## config.mk

```make
export PLATFORM = sky130hd
export DESIGN_NAME = vga_frame_ctrl_flat
export DESIGN_NICKNAME = d
export VERILOG_FILES = /design/src/rtl/vga_frame_ctrl_if.sv /design/src/rtl/vga_frame_ctrl.sv /design/src/flat_wrapper.sv
export SDC_FILE = /design/constraint.sdc
export NUM_CORES = 1
export LEC_CHECK = 0
export CORE_UTILIZATION = 56
export DETAILED_ROUTE_END_ITERATION = 7
export GPL_TIMING_DRIVEN = 0
export HOLD_SLACK_MARGIN = 0.15
export PLACE_DENSITY_LB_ADDON = 0.08
export SLEW_MARGIN = 30
export SYNTH_ARGS = -nofsm -noshare
export SYNTH_HDL_FRONTEND = slang
export SYNTH_SLANG_ARGS = --single-unit
export TNS_END_PERCENT = 10
```

## constraint.sdc

```tcl
create_clock -name clk -period 3.9 [get_ports clk]
set_input_delay 0.39 -clock clk [delete_from_list [all_inputs] [get_ports clk]]
set_output_delay 0.39 -clock clk [all_outputs]
set_load 0.01 [all_outputs]
```

## src/rtl/vga_frame_ctrl_if.sv

```systemverilog
// Avalon-MM register bus between the HPS fabric and vga_frame_ctrl.
interface vga_frame_ctrl_if;
  logic        chipselect;
  logic        write;
  logic        read;
  logic [2:0]  address;
  logic [15:0] writedata;
  logic [15:0] readdata;

  modport master (
    output chipselect, write, read, address, writedata,
    input  readdata
  );

  modport slave (
    input  chipselect, write, read, address, writedata,
    output readdata
  );
endinterface

```

## src/rtl/vga_frame_ctrl.sv

```systemverilog
// VGA raster timing plus shadowed game-object registers committed at vblank entry.
module vga_frame_ctrl #(
  parameter int unsigned H_TOTAL    = 1600,
  parameter int unsigned V_TOTAL    = 525,
  parameter int unsigned H_ACTIVE   = 1280,
  parameter int unsigned H_SYNC_BEG = 1312,
  parameter int unsigned H_SYNC_END = 1503,
  parameter int unsigned V_ACTIVE   = 480,
  parameter int unsigned V_SYNC_BEG = 490,
  parameter int unsigned V_SYNC_END = 491
) (
  input  logic              clk,
  input  logic              reset_n,
  vga_frame_ctrl_if.slave   bus,
  output logic              irq,
  output logic [10:0]       hcount,
  output logic [9:0]        vcount,
  output logic [9:0]        bird_y,
  output logic [10:0]       pipe0_x,
  output logic [9:0]        pipe0_gap,
  output logic [10:0]       pipe1_x,
  output logic [9:0]        pipe1_gap,
  output logic              VGA_CLK,
  output logic              VGA_HS,
  output logic              VGA_VS,
  output logic              VGA_BLANK_n,
  output logic              VGA_SYNC_n
);

  localparam int unsigned HW = 11;
  localparam int unsigned VW = 10;

  localparam logic [HW-1:0] H_LAST   = HW'(H_TOTAL - 1);
  localparam logic [VW-1:0] V_LAST   = VW'(V_TOTAL - 1);
  localparam logic [HW-1:0] H_ACT    = HW'(H_ACTIVE);
  localparam logic [HW-1:0] HS_BEG   = HW'(H_SYNC_BEG);
  localparam logic [HW-1:0] HS_END   = HW'(H_SYNC_END);
  localparam logic [VW-1:0] V_ACT    = VW'(V_ACTIVE);
  localparam logic [VW-1:0] V_COMMIT = VW'(V_ACTIVE - 1);
  localparam logic [VW-1:0] VS_BEG   = VW'(V_SYNC_BEG);
  localparam logic [VW-1:0] VS_END   = VW'(V_SYNC_END);

  localparam logic [2:0] A_BIRD_Y    = 3'd0;
  localparam logic [2:0] A_PIPE0_X   = 3'd1;
  localparam logic [2:0] A_PIPE0_GAP = 3'd2;
  localparam logic [2:0] A_PIPE1_X   = 3'd3;
  localparam logic [2:0] A_PIPE1_GAP = 3'd4;
  localparam logic [2:0] A_CONTROL   = 3'd5;
  localparam logic [2:0] A_STATUS    = 3'd6;
  localparam logic [2:0] A_IRQ_CLR   = 3'd7;

  // Raster counters
  logic [HW-1:0] hcount_q, hcount_d;
  logic [VW-1:0] vcount_q, vcount_d;

  // HPS-visible shadow copies
  logic [VW-1:0] bird_y_sh_q,    bird_y_sh_d;
  logic [HW-1:0] pipe0_x_sh_q,   pipe0_x_sh_d;
  logic [VW-1:0] pipe0_gap_sh_q, pipe0_gap_sh_d;
  logic [HW-1:0] pipe1_x_sh_q,   pipe1_x_sh_d;
  logic [VW-1:0] pipe1_gap_sh_q, pipe1_gap_sh_d;
  logic          disp_en_sh_q,   disp_en_sh_d;

  // Renderer-facing active copies
  logic [VW-1:0] bird_y_q,    bird_y_d;
  logic [HW-1:0] pipe0_x_q,   pipe0_x_d;
  logic [VW-1:0] pipe0_gap_q, pipe0_gap_d;
  logic [HW-1:0] pipe1_x_q,   pipe1_x_d;
  logic [VW-1:0] pipe1_gap_q, pipe1_gap_d;
  logic          disp_en_q,   disp_en_d;

  logic [7:0]    frame_cnt_q, frame_cnt_d;
  logic          irq_q,       irq_d;

  logic line_end_c;
  logic commit_c;
  logic wr_c;
  logic rd_c;
  logic vblank_c;
  logic unused_wdata_c;

  assign line_end_c = (hcount_q == H_LAST);
  assign commit_c   = line_end_c && (vcount_q == V_COMMIT);
  assign wr_c       = bus.chipselect & bus.write;
  assign rd_c       = bus.chipselect & bus.read;
  assign vblank_c   = (vcount_q >= V_ACT);

  // Upper write-data bits carry no register content.
  assign unused_wdata_c = &{1'b0, bus.writedata[15:11]};

  // Next-state: raster advance, shadow writes, vblank commit, irq set/clear
  always_comb begin
    hcount_d       = hcount_q + 11'd1;
    vcount_d       = vcount_q;
    bird_y_sh_d    = bird_y_sh_q;
    pipe0_x_sh_d   = pipe0_x_sh_q;
    pipe0_gap_sh_d = pipe0_gap_sh_q;
    pipe1_x_sh_d   = pipe1_x_sh_q;
    pipe1_gap_sh_d = pipe1_gap_sh_q;
    disp_en_sh_d   = disp_en_sh_q;
    bird_y_d       = bird_y_q;
    pipe0_x_d      = pipe0_x_q;
    pipe0_gap_d    = pipe0_gap_q;
    pipe1_x_d      = pipe1_x_q;
    pipe1_gap_d    = pipe1_gap_q;
    disp_en_d      = disp_en_q;
    frame_cnt_d    = frame_cnt_q;
    irq_d          = irq_q;

    if (line_end_c) begin
      hcount_d = '0;
      vcount_d = (vcount_q == V_LAST) ? '0 : vcount_q + 10'd1;
    end

    if (wr_c) begin
      case (bus.address)
        A_BIRD_Y:    bird_y_sh_d    = bus.writedata[9:0];
        A_PIPE0_X:   pipe0_x_sh_d   = bus.writedata[10:0];
        A_PIPE0_GAP: pipe0_gap_sh_d = bus.writedata[9:0];
        A_PIPE1_X:   pipe1_x_sh_d   = bus.writedata[10:0];
        A_PIPE1_GAP: pipe1_gap_sh_d = bus.writedata[9:0];
        A_CONTROL:   disp_en_sh_d   = bus.writedata[0];
        A_IRQ_CLR:   irq_d          = 1'b0;
        default:     ;
      endcase
    end

    // Commit loads pre-edge shadows; the set overrides a same-cycle clear.
    if (commit_c) begin
      bird_y_d    = bird_y_sh_q;
      pipe0_x_d   = pipe0_x_sh_q;
      pipe0_gap_d = pipe0_gap_sh_q;
      pipe1_x_d   = pipe1_x_sh_q;
      pipe1_gap_d = pipe1_gap_sh_q;
      disp_en_d   = disp_en_sh_q;
      frame_cnt_d = frame_cnt_q + 8'd1;
      irq_d       = 1'b1;
    end
  end

  // State registers
  always_ff @(posedge clk or negedge reset_n) begin
    if (!reset_n) begin
      hcount_q       <= '0;
      vcount_q       <= '0;
      bird_y_sh_q    <= '0;
      pipe0_x_sh_q   <= '0;
      pipe0_gap_sh_q <= '0;
      pipe1_x_sh_q   <= '0;
      pipe1_gap_sh_q <= '0;
      disp_en_sh_q   <= 1'b0;
      bird_y_q       <= '0;
      pipe0_x_q      <= '0;
      pipe0_gap_q    <= '0;
      pipe1_x_q      <= '0;
      pipe1_gap_q    <= '0;
      disp_en_q      <= 1'b0;
      frame_cnt_q    <= '0;
      irq_q          <= 1'b0;
    end else begin
      hcount_q       <= hcount_d;
      vcount_q       <= vcount_d;
      bird_y_sh_q    <= bird_y_sh_d;
      pipe0_x_sh_q   <= pipe0_x_sh_d;
      pipe0_gap_sh_q <= pipe0_gap_sh_d;
      pipe1_x_sh_q   <= pipe1_x_sh_d;
      pipe1_gap_sh_q <= pipe1_gap_sh_d;
      disp_en_sh_q   <= disp_en_sh_d;
      bird_y_q       <= bird_y_d;
      pipe0_x_q      <= pipe0_x_d;
      pipe0_gap_q    <= pipe0_gap_d;
      pipe1_x_q      <= pipe1_x_d;
      pipe1_gap_q    <= pipe1_gap_d;
      disp_en_q      <= disp_en_d;
      frame_cnt_q    <= frame_cnt_d;
      irq_q          <= irq_d;
    end
  end

  // Zero-wait-state read mux; idle bus reads as zero
  always_comb begin
    bus.readdata = '0;
    if (rd_c) begin
      case (bus.address)
        A_BIRD_Y:    bus.readdata = 16'(bird_y_sh_q);
        A_PIPE0_X:   bus.readdata = 16'(pipe0_x_sh_q);
        A_PIPE0_GAP: bus.readdata = 16'(pipe0_gap_sh_q);
        A_PIPE1_X:   bus.readdata = 16'(pipe1_x_sh_q);
        A_PIPE1_GAP: bus.readdata = 16'(pipe1_gap_sh_q);
        A_CONTROL:   bus.readdata = 16'(disp_en_sh_q);
        A_STATUS:    bus.readdata = {vblank_c, 6'd0, irq_q, frame_cnt_q};
        default:     bus.readdata = '0;
      endcase
    end
  end

  // Pin and object outputs decoded from registered state
  assign hcount      = hcount_q;
  assign vcount      = vcount_q;
  assign irq         = irq_q;
  assign bird_y      = bird_y_q;
  assign pipe0_x     = pipe0_x_q;
  assign pipe0_gap   = pipe0_gap_q;
  assign pipe1_x     = pipe1_x_q;
  assign pipe1_gap   = pipe1_gap_q;
  assign VGA_CLK     = hcount_q[0];
  assign VGA_HS      = !((hcount_q >= HS_BEG) && (hcount_q <= HS_END));
  assign VGA_VS      = !((vcount_q >= VS_BEG) && (vcount_q <= VS_END));
  assign VGA_BLANK_n = disp_en_q && (hcount_q < H_ACT) && (vcount_q < V_ACT);
  assign VGA_SYNC_n  = 1'b0;

endmodule

```

## src/flat_wrapper.sv

```systemverilog
// flat-port wrapper written by rule: the top's interface ports become plain ports
module vga_frame_ctrl_flat 
#(
  parameter int unsigned H_TOTAL    = 1600,
  parameter int unsigned V_TOTAL    = 525,
  parameter int unsigned H_ACTIVE   = 1280,
  parameter int unsigned H_SYNC_BEG = 1312,
  parameter int unsigned H_SYNC_END = 1503,
  parameter int unsigned V_ACTIVE   = 480,
  parameter int unsigned V_SYNC_BEG = 490,
  parameter int unsigned V_SYNC_END = 491
)
  (clk, reset_n, irq, hcount, vcount, bird_y, pipe0_x, pipe0_gap, pipe1_x, pipe1_gap, VGA_CLK, VGA_HS, VGA_VS, VGA_BLANK_n, VGA_SYNC_n, bus_chipselect, bus_write, bus_read, bus_address, bus_writedata, bus_readdata);
  vga_frame_ctrl_if bus_i ();
  input  logic clk;
  input  logic reset_n;
  output logic irq;
  output logic [10:0] hcount;
  output logic [9:0] vcount;
  output logic [9:0] bird_y;
  output logic [10:0] pipe0_x;
  output logic [9:0] pipe0_gap;
  output logic [10:0] pipe1_x;
  output logic [9:0] pipe1_gap;
  output logic VGA_CLK;
  output logic VGA_HS;
  output logic VGA_VS;
  output logic VGA_BLANK_n;
  output logic VGA_SYNC_n;
  input wire logic [$bits(bus_i.chipselect)-1:0] bus_chipselect;
  input wire logic [$bits(bus_i.write)-1:0] bus_write;
  input wire logic [$bits(bus_i.read)-1:0] bus_read;
  input wire logic [$bits(bus_i.address)-1:0] bus_address;
  input wire logic [$bits(bus_i.writedata)-1:0] bus_writedata;
  output wire logic [$bits(bus_i.readdata)-1:0] bus_readdata;
  assign bus_i.chipselect = bus_chipselect;
  assign bus_i.write = bus_write;
  assign bus_i.read = bus_read;
  assign bus_i.address = bus_address;
  assign bus_i.writedata = bus_writedata;
  assign bus_readdata = bus_i.readdata;
  vga_frame_ctrl #(.H_TOTAL(H_TOTAL), .V_TOTAL(V_TOTAL), .H_ACTIVE(H_ACTIVE), .H_SYNC_BEG(H_SYNC_BEG), .H_SYNC_END(H_SYNC_END), .V_ACTIVE(V_ACTIVE), .V_SYNC_BEG(V_SYNC_BEG), .V_SYNC_END(V_SYNC_END)) u_core (.clk(clk), .reset_n(reset_n), .bus(bus_i), .irq(irq), .hcount(hcount), .vcount(vcount), .bird_y(bird_y), .pipe0_x(pipe0_x), .pipe0_gap(pipe0_gap), .pipe1_x(pipe1_x), .pipe1_gap(pipe1_gap), .VGA_CLK(VGA_CLK), .VGA_HS(VGA_HS), .VGA_VS(VGA_VS), .VGA_BLANK_n(VGA_BLANK_n), .VGA_SYNC_n(VGA_SYNC_n));
endmodule
```

Word-level counts from Yosys, hierarchy flattened
Index checks and enable logic that the tools add are counted.

Flip-flop bits (word level): 136. Input port bits: 24. Output and inout bits: 95. Logic and storage cells: 62.

Add/subtract/negate cells: 3. $lt $le $gt $ge: 7. Equality and inequality tests: 10. Muxes and demuxes: 7. Bitwise operators: 2. Reductions and logical operators: 17.

Operators by type and width (count): case mux 16 bit (7 select lines) (1); greater-or-equal comparator 10 x 9 -> 1 bit (second input constant) (2); two-way mux 16 bit (1); AND reduction 2 bit (7); == test 3 bit (second input constant) (4); adder 11 x 1 -> 11 bit (second input constant) (1); == test 11 bit (second input constant) (1); greater-or-equal comparator 11 bit (second input constant) (1); <= comparator 11 bit (second input constant) (1); < comparator 11 bit (second input constant) (1); two-way mux 11 bit (1); adder 10 x 1 -> 10 bit (second input constant) (1); == test 10 bit (second input constant) (1); == test 10 x 9 -> 1 bit (second input constant) (1); <= comparator 10 x 9 -> 1 bit (second input constant) (1); < comparator 10 x 9 -> 1 bit (second input constant) (1); two-way mux 10 bit (1); adder 8 x 1 -> 8 bit (second input constant) (1); == test 3 x 2 -> 1 bit (second input constant) (2); logical AND 1 bit (5); nonzero test 2 bit (2); == test 3 x 1 -> 1 bit (second input constant) (1); logical NOT 3 bit (1); two-way mux 1 bit (3); 2 further kinds (4).

Longest topological paths before layout
Gate-level depths: netlist of the first run.

Word-level depth: 4. Gate-level depth with buffers: 7. Gate-level depth less buffers: 6.

Worst setup path before layout of the first run
OpenSTA, ideal clock, no wires.

Kind: register to register. Start: reg u_core.vcount_q[1] (netlist: u_core.vcount[1]). End: reg u_core.pipe0_gap_q[0] (netlist: u_core.pipe0_gap[0]). Setup time: 125 ps. Arrival: 2218 ps. Required time: 3775 ps. Setup slack: 1558 ps. Stages on the path, launching flop included: 8. Buffers on the path: 2. Period minus slack after synthesis: 2342 ps. Path through: dfrtp_1 > ha_1 > inv_1 > or4_1 > clkbuf_1 > nor2_2 > buf_2 > mux2_2.

Word-level cells in the longest chain between the ends: 2.

Ends and longest elaborated chain: start: declaration (line vga_frame_ctrl.sv:54) `logic [VW-1:0] vcount_q, vcount_d;`; start signal: assignment (line vga_frame_ctrl.sv:162) `vcount_q <= vcount_d;`; == test 10 x 9 -> 1 bit (line vga_frame_ctrl.sv:83) `assign commit_c = line_end_c && (vcount_q == V_COMMIT);`; logical AND 1 bit (line vga_frame_ctrl.sv:83); end signal: assignment (line vga_frame_ctrl.sv:171) `pipe0_gap_q <= pipe0_gap_d;`; end: declaration (line vga_frame_ctrl.sv:67) `logic [VW-1:0] pipe0_gap_q, pipe0_gap_d;`.

Every way passes these cells. A chain may end at the register's enable or synchronous reset.

Final worst setup path of the first run
Start: in bus_address[1]. End: out bus_readdata[15].

Word-level cells in the longest chain between the ends: 3.

Ends and longest elaborated chain: start: declaration (line flat_wrapper.sv:33) `input wire logic [$bits(bus_i.address)-1:0] bus_address;`; == test 3 bit, or another cell as far along (line vga_frame_ctrl.sv:184) `case (bus.address)`; case mux 16 bit (7 select lines) * (line vga_frame_ctrl.sv:184); two-way mux 16 bit * (line vga_frame_ctrl.sv:183) `if (rd_c) begin`; end: declaration (line flat_wrapper.sv:35) `output wire logic [$bits(bus_i.readdata)-1:0] bus_readdata;`.

Every way passes the cells marked *; elsewhere a longest branch is shown, timed or not.

==> impl_metrics.prom, run 1 <==
# TYPE chip_impl_metric gauge
chip_impl_metric{name="clock_skew",unit="ps"} 5.46
chip_impl_info{name="holdCritPathClass",value="primary input to async pin"} 1
chip_impl_metric{name="antenna_found_initial",unit=""} 0
chip_impl_metric{name="cts.reportedPaths.clkPinSlew",unit="ps"} 60
chip_impl_metric{name="layout_min_cycle_time",unit="ps"} 3760
chip_impl_info{name="worst_setup_path_startpoint",value="bus_address[1]"} 1
chip_impl_metric{name="static-leakage-power",unit="nW"} 3.61
chip_impl_metric{name="die_height",unit="um"} 107
chip_impl_metric{name="n_antenna_cell",unit=""} 0
chip_impl_metric{name="fp.coreArea",unit="um^2"} 10800
chip_impl_metric{name="num_rows",unit=""} 38
chip_impl_metric{name="gp_congestion",unit=""} 0.865
chip_impl_metric{name="num-fill-cells",unit=""} 747
chip_impl_metric{name="floorplan.io_pins",unit=""} 119
chip_impl_metric{name="critPathArrivalTime",unit="ps"} 3370
chip_impl_metric{name="routed_wirelength",unit="mm"} 15.2
chip_impl_info{name="worst_setup_path_end_kind",value="output pin"} 1
chip_impl_metric{name="routed_wire_length_per_instance",unit="um"} 19.6
chip_impl_metric{name="count_of_unique_library_cells_instantiated_by_yosys",unit=""} 48
chip_impl_metric{name="finalSetupViolations",unit=""} 0
chip_impl_metric{name="finalHoldWorstSlack",unit="ps"} 356
chip_impl_metric{name="vias_in_the_first_global_route",unit=""} 4403
chip_impl_metric{name="worstSkewPairLatency",unit="ps"} 520
chip_impl_metric{name="final.period_utilization",unit=""} 0.963
chip_impl_metric{name="data_required_time_at_the_worst_endpoint",unit="ps"} 3510
chip_impl_metric{name="grt_max_degree",unit=""} 92
chip_impl_metric{name="initial_cell_density_of_the_core",unit=""} 0.573
chip_impl_metric{name="grt_usage",unit=""} 0.281
chip_impl_metric{name="ys_seq_elements",unit=""} 136
chip_impl_info{name="setup_repair_after_global_routing_missed_its_margin",value="false"} 1
chip_impl_metric{name="hold_viol_final",unit=""} 0
chip_impl_metric{name="fin_cells",unit=""} 775
chip_impl_metric{name="max-cap-violations",unit=""} 0
chip_impl_metric{name="clock.fmax",unit="MHz"} 266
chip_impl_metric{name="post_synth.cell_area_avg",unit="um^2"} 12.6
chip_impl_metric{name="vias_per_cell",unit=""} 5.93
chip_impl_info{name="root_buffer",value="sky130_fd_sc_hd__clkbuf_8"} 1
chip_impl_metric{name="syn_inst",unit=""} 490
chip_impl_metric{name="final_slew_violations",unit=""} 0
chip_impl_metric{name="buffer_ports.inserted",unit=""} 107
chip_impl_metric{name="maximum_vdd_drop",unit="mV"} 0.282
chip_impl_metric{name="grt_remaining_overflow",unit=""} 0
chip_impl_metric{name="critical_path.max_fanout",unit=""} 10
chip_impl_metric{name="power_total",unit="mW"} 3.37
chip_impl_metric{name="area.growth.synth_to_final",unit="%"} 29.5
chip_impl_metric{name="post_route_cells_drive_above_1_share",unit=""} 0.257
chip_impl_info{name="worst_r2r_startpoint",value="u_core.vcount[1]$_DFFE_PN0N_"} 1
chip_impl_metric{name="cell_area_synth",unit="um^2"} 6180
chip_impl_metric{name="postRouteAntennaNets",unit=""} 0
chip_impl_metric{name="multiInputGateArea",unit="um^2"} 2600
chip_impl_metric{name="die_w",unit="um"} 107
chip_impl_info{name="critPathKind",value="primary input to output pin"} 1
chip_impl_metric{name="clock_sinks",unit=""} 136
chip_impl_info{name="crit_path_start_kind",value="primary input"} 1
chip_impl_metric{name="dp.final_hpwl",unit="mm"} 10.1
chip_impl_metric{name="place_inst",unit=""} 742
chip_impl_metric{name="cts_max_level",unit=""} 4
chip_impl_metric{name="cts-buffers-inserted",unit=""} 17
chip_impl_metric{name="regArea",unit="um^2"} 3400
chip_impl_metric{name="die-area",unit="um^2"} 11500
chip_impl_metric{name="synth_seq_area_share",unit=""} 0.550
chip_impl_metric{name="layout.nets",unit=""} 651
chip_impl_metric{name="clock_tree.buffer_depth",unit=""} 2
chip_impl_metric{name="worst_slew_margin_rel",unit=""} 0.416
chip_impl_metric{name="worst_pin_slew",unit="ps"} 873
chip_impl_metric{name="detailroute.via_count",unit=""} 4592
chip_impl_metric{name="grt_pass1_wl",unit="mm"} 23.8
chip_impl_metric{name="power_density_cells",unit="nW/um^2"} 421
chip_impl_info{name="run_status",value="finished clean"} 1
chip_impl_metric{name="synth.yosys.warnings",unit=""} 0
chip_impl_metric{name="dr.first_iter.drc_count",unit=""} 213
chip_impl_info{name="cts_tree",value="done"} 1
chip_impl_metric{name="drt-pass1-iter-count",unit=""} 5
chip_impl_metric{name="remaining_drc_errors",unit=""} 0
[worst paths after layout]
| kind | end | slack [ps] | depth (start not counted) |
|---|---|---|---|
| worst max-delay path | bus_readdata[15] | 140 | 7 |
| worst min-delay path | u_core.vcount[8]$_DFFE_PN0N_ | 360 | 2 |
| worst max register to register | u_core.pipe1_gap[0]$_DFFE_PN0P_ | 940 | 7 |
| worst min register to register | u_core.frame_cnt_q[7]$_DFFE_PN0P_ | 490 | 1 |
| max in group asynchronous | u_core.pipe1_x[0]$_DFFE_PN0P_ | 2810 | 3 |
| min in group clk | u_core.frame_cnt_q[7]$_DFFE_PN0P_ | 490 | 1 |
[state kept, by name (all words and copies together), names as in the netlist, 8 cells and up]
name	flops
u_core.pipe0_gap	10
u_core.vcount	10
u_core.bird_y	10
u_core.pipe1_gap	10
u_core.hcount	11
u_core.pipe1_x_sh_q	11
u_core.frame_cnt_q	8
u_core.pipe0_x_sh_q	11
u_core.pipe1_gap_sh_q	10
u_core.pipe1_x	11
u_core.pipe0_gap_sh_q	10
u_core.pipe0_x	11
u_core.bird_y_sh_q	10
[synthesized netlist by cell type, drive strengths merged]
cell / n / share of area
a21oi: 6 / 0.0049
a221o: 1 / 0.0016
a221oi: 5 / 0.0071
a222oi: 2 / 0.0032
a22o: 3 / 0.0042
a22oi: 7 / 0.0085
a2bb2oi: 1 / 0.0014
a31oi: 2 / 0.0020
and2: 2 / 0.0020
and3: 6 / 0.0061
and3b: 1 / 0.0014
and4: 2 / 0.0028
and4b: 2 / 0.0032
and4bb: 1 / 0.0020
buf: 16 / 0.017
clkbuf: 17 / 0.010
conb: 1 / 0.00061
dfrtp: 136 / 0.55
ha: 5 / 0.010
inv: 8 / 0.0049
mux2: 111 / 0.20
mux2i: 11 / 0.018
mux4: 1 / 0.0036
nand2: 20 / 0.012
nand3: 19 / 0.015
nand3b: 3 / 0.0036
nand4: 8 / 0.0081
nor2: 18 / 0.011
nor2b: 4 / 0.0040
nor3: 17 / 0.014
nor4: 7 / 0.0071
nor4b: 1 / 0.0014
nor4bb: 1 / 0.0016
o211ai: 1 / 0.0012
o21a: 4 / 0.0049
o21ai: 12 / 0.0097
o31ai: 1 / 0.0012
o41ai: 1 / 0.0014
or3: 4 / 0.0049
or4: 4 / 0.0055
xnor2: 1 / 0.0014
xor2: 17 / 0.024
[placed cells by master, fill, tap and decap left out, drive strengths merged, types with 7 or more instances in the layout]
| cell | count |
|---|---|
| dfrtp | 136 |
| mux2 | 111 |
| clkdlybuf4s50 | 106 |
| clkbuf | 36 |
| nand2 | 20 |
| nand3 | 19 |
| nor2 | 18 |
| buf | 18 |
| nor3 | 17 |
| xor2 | 17 |
| o21ai | 12 |
| mux2i | 11 |
| inv | 11 |
| nand4 | 8 |
| nor4 | 7 |
| a22oi | 7 |
[per-stage QoR]
step	setup slack [ps]	setup TNS, ps	util	cell area, um^2
CTS	203	0	0.742	8010
global route	41.6	0	0.742	8010
global placement	-2800	-379390	0.690	7450
detailed placement	2.69	0	0.693	7480
finish	143	0	0.742	8010
floorplan	1560	0	-	6200
[layer usage]
layer	up-vias	track usage	wire length, um
met5	-	0	0
met2	218	0.425	7130
met4	0	0.0920	267
met3	28	0.0644	993
li1	2043	-	-
met1	2303	0.402	6770
[power breakdown]
group | internal, mW | total, mW | switching, mW
logic | 0.180 | 0.320 | 0.140
clock network | 0.785 | 1.41 | 0.620
registers | 1.54 | 1.65 | 0.106
total | 2.51 | 3.37 | 0.866
[area by class of cell]
class / count / share of cell area
Clock buffer: 19 / 0.0526
Timing Repair Buffer: 109 / 0.139
Inverter: 8 / 0.00375
Clock inverter: 13 / 0.0125
Buffer: 33 / 0.0212
Tap cell: 140 / 0.0219
Sequential cell: 136 / 0.425
Multi-Input combinational cell: 317 / 0.324
[critical path, stage by stage]
cell	delay, ps
sky130_fd_sc_hd__clkdlybuf4s50_1	490
sky130_fd_sc_hd__clkbuf_1	400
sky130_fd_sc_hd__buf_2	380
sky130_fd_sc_hd__clkbuf_1	490
sky130_fd_sc_hd__nand2_1	140
sky130_fd_sc_hd__nor4_1	440
sky130_fd_sc_hd__clkdlybuf4s50_1	630
[cell families after synthesis]
kind of cell / count (synthesis) / share of synthesized area
DFF: 136 / 0.550
muxes: 123 / 0.224
and+or+nand+nor: 120 / 0.106
AOI/OAI and AO/OA: 46 / 0.0514
buffers and inverters: 41 / 0.0322
xor gates and xnor gates: 18 / 0.0255
adders and majority gates: 5 / 0.0101
other: 1 / 0.000606
[timing repair]
action | CTS | global route
setup endpoints to repair | 1 | 0
hold endpoints to repair | 45 | 0
buffers inserted | 0 | 0
hold buffers | 1 | 0
gates resized for setup | 1 | 0
No activity file was read; power rests on OpenSTA's default activity.
==> run 2, diff against run 1 <==
- CELL_PAD_IN_SITES_DETAIL_PLACEMENT: default -> 2
- CELL_PAD_IN_SITES_GLOBAL_PLACEMENT: default -> 2
- CORE_UTILIZATION: 56 -> 37
- CTS_CLUSTER_SIZE: default -> 10
==> impl_metrics.prom, run 2 (same netlist as run 1, synthesis figures left out) <==
# TYPE chip_impl_metric gauge
chip_impl_metric{name="clock_tree.buffer_depth",unit=""} 2
chip_impl_metric{name="power_density_cells",unit="nW/um^2"} 441
chip_impl_metric{name="post_route_cells_drive_above_1_share",unit=""} 0.256
chip_impl_info{name="critPathKind",value="primary input to output pin"} 1
chip_impl_metric{name="place_inst",unit=""} 818
chip_impl_metric{name="worst_pin_slew",unit="ps"} 939
chip_impl_metric{name="clock_skew",unit="ps"} 7.20
chip_impl_metric{name="postRouteAntennaNets",unit=""} 0
chip_impl_metric{name="buffer_ports.inserted",unit=""} 107
chip_impl_metric{name="layout.nets",unit=""} 650
chip_impl_metric{name="finalSetupViolations",unit=""} 0
chip_impl_metric{name="cts-buffers-inserted",unit=""} 17
chip_impl_info{name="crit_path_start_kind",value="primary input"} 1
chip_impl_metric{name="antenna_found_initial",unit=""} 0
chip_impl_metric{name="vias_per_cell",unit=""} 5.44
chip_impl_metric{name="routed_wirelength",unit="mm"} 19.6
chip_impl_metric{name="clock.fmax",unit="MHz"} 262
chip_impl_metric{name="die_w",unit="um"} 131
chip_impl_metric{name="timing.reg2reg.setup_slack",unit="ps"} 770
chip_impl_metric{name="data_required_time_at_the_worst_endpoint",unit="ps"} 3510
chip_impl_metric{name="finalHoldWorstSlack",unit="ps"} 498
chip_impl_metric{name="grt_max_degree",unit=""} 83
chip_impl_metric{name="dp.final_hpwl",unit="mm"} 13.2
chip_impl_metric{name="die-area",unit="um^2"} 17200
chip_impl_metric{name="worst_slew_margin_rel",unit=""} 0.374
chip_impl_metric{name="fin_cells",unit=""} 850
chip_impl_metric{name="max-cap-violations",unit=""} 0
chip_impl_info{name="crit_path_frequent_cell",value="sky130_fd_sc_hd__clkdlybuf4s50_1"} 1
chip_impl_metric{name="initial_cell_density_of_the_core",unit=""} 0.384
chip_impl_metric{name="final_slew_violations",unit=""} 0
chip_impl_metric{name="static-leakage-power",unit="nW"} 3.65
chip_impl_metric{name="dr.first_iter.drc_count",unit=""} 207
chip_impl_info{name="worst_path_max_delay_cell",value="sky130_fd_sc_hd__clkdlybuf4s50_1"} 1
chip_impl_info{name="worst_r2r_startpoint",value="u_core.vcount[0]$_DFFE_PN0N_"} 1
chip_impl_metric{name="grt_usage",unit=""} 0.239
chip_impl_metric{name="detailroute.via_count",unit=""} 4626
chip_impl_metric{name="cts.reportedPaths.clkPinSlew",unit="ps"} 50
chip_impl_metric{name="gp_congestion",unit=""} 0.777
chip_impl_info{name="final_common_cell",value="sky130_fd_sc_hd__dfrtp_1"} 1
chip_impl_info{name="cts_tree",value="done"} 1
chip_impl_metric{name="n_antenna_cell",unit=""} 0
chip_impl_metric{name="die_height",unit="um"} 131
chip_impl_metric{name="remaining_drc_errors",unit=""} 0
chip_impl_info{name="root_buffer",value="sky130_fd_sc_hd__clkbuf_16"} 1
chip_impl_info{name="run_status",value="finished clean"} 1
chip_impl_metric{name="grt_pass1_wl",unit="mm"} 31.1
chip_impl_info{name="setup_repair_after_global_routing_missed_its_margin",value="false"} 1
chip_impl_metric{name="cts_max_level",unit=""} 4
chip_impl_metric{name="floorplan.io_pins",unit=""} 119
chip_impl_metric{name="hold_viol_final",unit=""} 0
chip_impl_info{name="holdCritPathClass",value="primary input to async pin"} 1
chip_impl_metric{name="final.period_utilization",unit=""} 0.979
chip_impl_metric{name="fp.coreArea",unit="um^2"} 16100
chip_impl_metric{name="maximum_vdd_drop",unit="mV"} 0.307
chip_impl_info{name="r2r_end",value="u_core.bird_y[4]$_DFFE_PN0P_"} 1
chip_impl_metric{name="layout_min_cycle_time",unit="ps"} 3820
chip_impl_info{name="critical_path.cell_chain",value="clkdlybuf4s50_1, buf_1, nor2b_1, clkbuf_1, a22o_1, nand2_1, a31oi_1, clkdlybuf4s50_1"} 1
chip_impl_metric{name="area.growth.synth_to_final",unit="%"} 32.2
chip_impl_metric{name="worstSkewPairLatency",unit="ps"} 420
chip_impl_metric{name="drt-pass1-iter-count",unit=""} 4
chip_impl_metric{name="grt_remaining_overflow",unit=""} 0
chip_impl_info{name="most-common-layout-cells",value="136 x sky130_fd_sc_hd__dfrtp_1, 111 x sky130_fd_sc_hd__mux2_2, 106 x sky130_fd_sc_hd__clkdlybuf4s50_1, 20 x sky130_fd_sc_hd__nand2_1"} 1
chip_impl_metric{name="reg2reg_depth",unit=""} 7
chip_impl_metric{name="timing.critical_path.slowest_cell_delay",unit="ps"} 600
chip_impl_metric{name="clock_sinks",unit=""} 136
chip_impl_metric{name="num_rows",unit=""} 46
chip_impl_metric{name="critical_path.max_fanout",unit=""} 10
chip_impl_metric{name="routed_wire_length_per_instance",unit="um"} 23.1
chip_impl_metric{name="critPathArrivalTime",unit="ps"} 3430
chip_impl_metric{name="vias_in_the_first_global_route",unit=""} 5160
chip_impl_info{name="worst_setup_path_end_kind",value="output pin"} 1
==> run 2: cell count changes in the layout (fill, tap and decap cells not counted), sizes merged <==
cell and delta:
bufinv +2, clkbuf +5, clkinv -2, clkinvlp -3
inv -3
==> run 2: metrics by stage <==
stage / cell area (um^2) / setup slack [ps] / utilization / total power [mW] / setup TNS [ps]
global route: 8180 / 7.37 / 0.507 / 3.73 / 0
finish: 8180 / 80.2 / 0.507 / 3.61 / 0
global placement: 7540 / -3090 / 0.468 / 1.98 / -419310
detailed placement: 7570 / -118 / 0.470 / 2.01 / -234
floorplan: 6200 / 1560 / - / 1.84 / 0
CTS: 8180 / 90.3 / 0.508 / 3.64 / 0
==> run 2: layout make-up <==
cell class / count / area [um^2]
plain buffers: 32 / 166
well taps: 216 / 270
flip-flops and latches: 136 / 3400
fillers: 1581 / 7940
clock inverters: 7 / 90.1
multi-input cells: 317 / 2600
inverters: 8 / 30.0
clock buffers: 25 / 505
repair buffers: 109 / 1110
==> run 2: worst max-delay path: cells and delay by family <==
| kind | cells | cell delay, ps |
|---|---|---|
| AOI/OAI and AO/OA | 2 | 530 |
| buffers and inverters | 4 | 2190 |
| and+or+nand+nor | 2 | 300 |
==> run 2: routing by layer <==
metal  wire length (um)  GRT usage
met5                  0          0
met2               9730      0.391
met3                775     0.0397
met4                211     0.0756
met1               8920      0.324
==> run 2: worst max-delay path by stage <==
stage	start	to	slack (ps)	cells past startpoint
after floorplan	u_core.vcount[1]$_DFFE_PN0N_	u_core.pipe0_gap[0]$_DFFE_PN0P_	1560	7
after global placement	reset_n	u_core.pipe0_gap_sh_q[1]$_DFFE_PN0P_	-3090	1
after detailed placement	bus_address[1]	bus_readdata[15]	-120	7
after CTS	bus_address[1]	bus_readdata[15]	90	7
after global routing	bus_address[2]	bus_readdata[0]	7	8
final	bus_address[2]	bus_readdata[0]	80	8
==> run 2: report_power, final <==
part / switching [mW] / internal [mW]
combinational: 0.155 / 0.180
sequential: 0.114 / 1.54
clock: 0.591 / 1.02
total: 0.861 / 2.75
==> run 2: what timing repair did <==
item                                   4_1_cts  5_1_grt
hold buffers                                 1        0
buffers inserted                             0        0
endpoints found under the hold margin       54        0
setup endpoints to repair                    3        2
cloned                                       0        0
gates resized for setup                      1        0
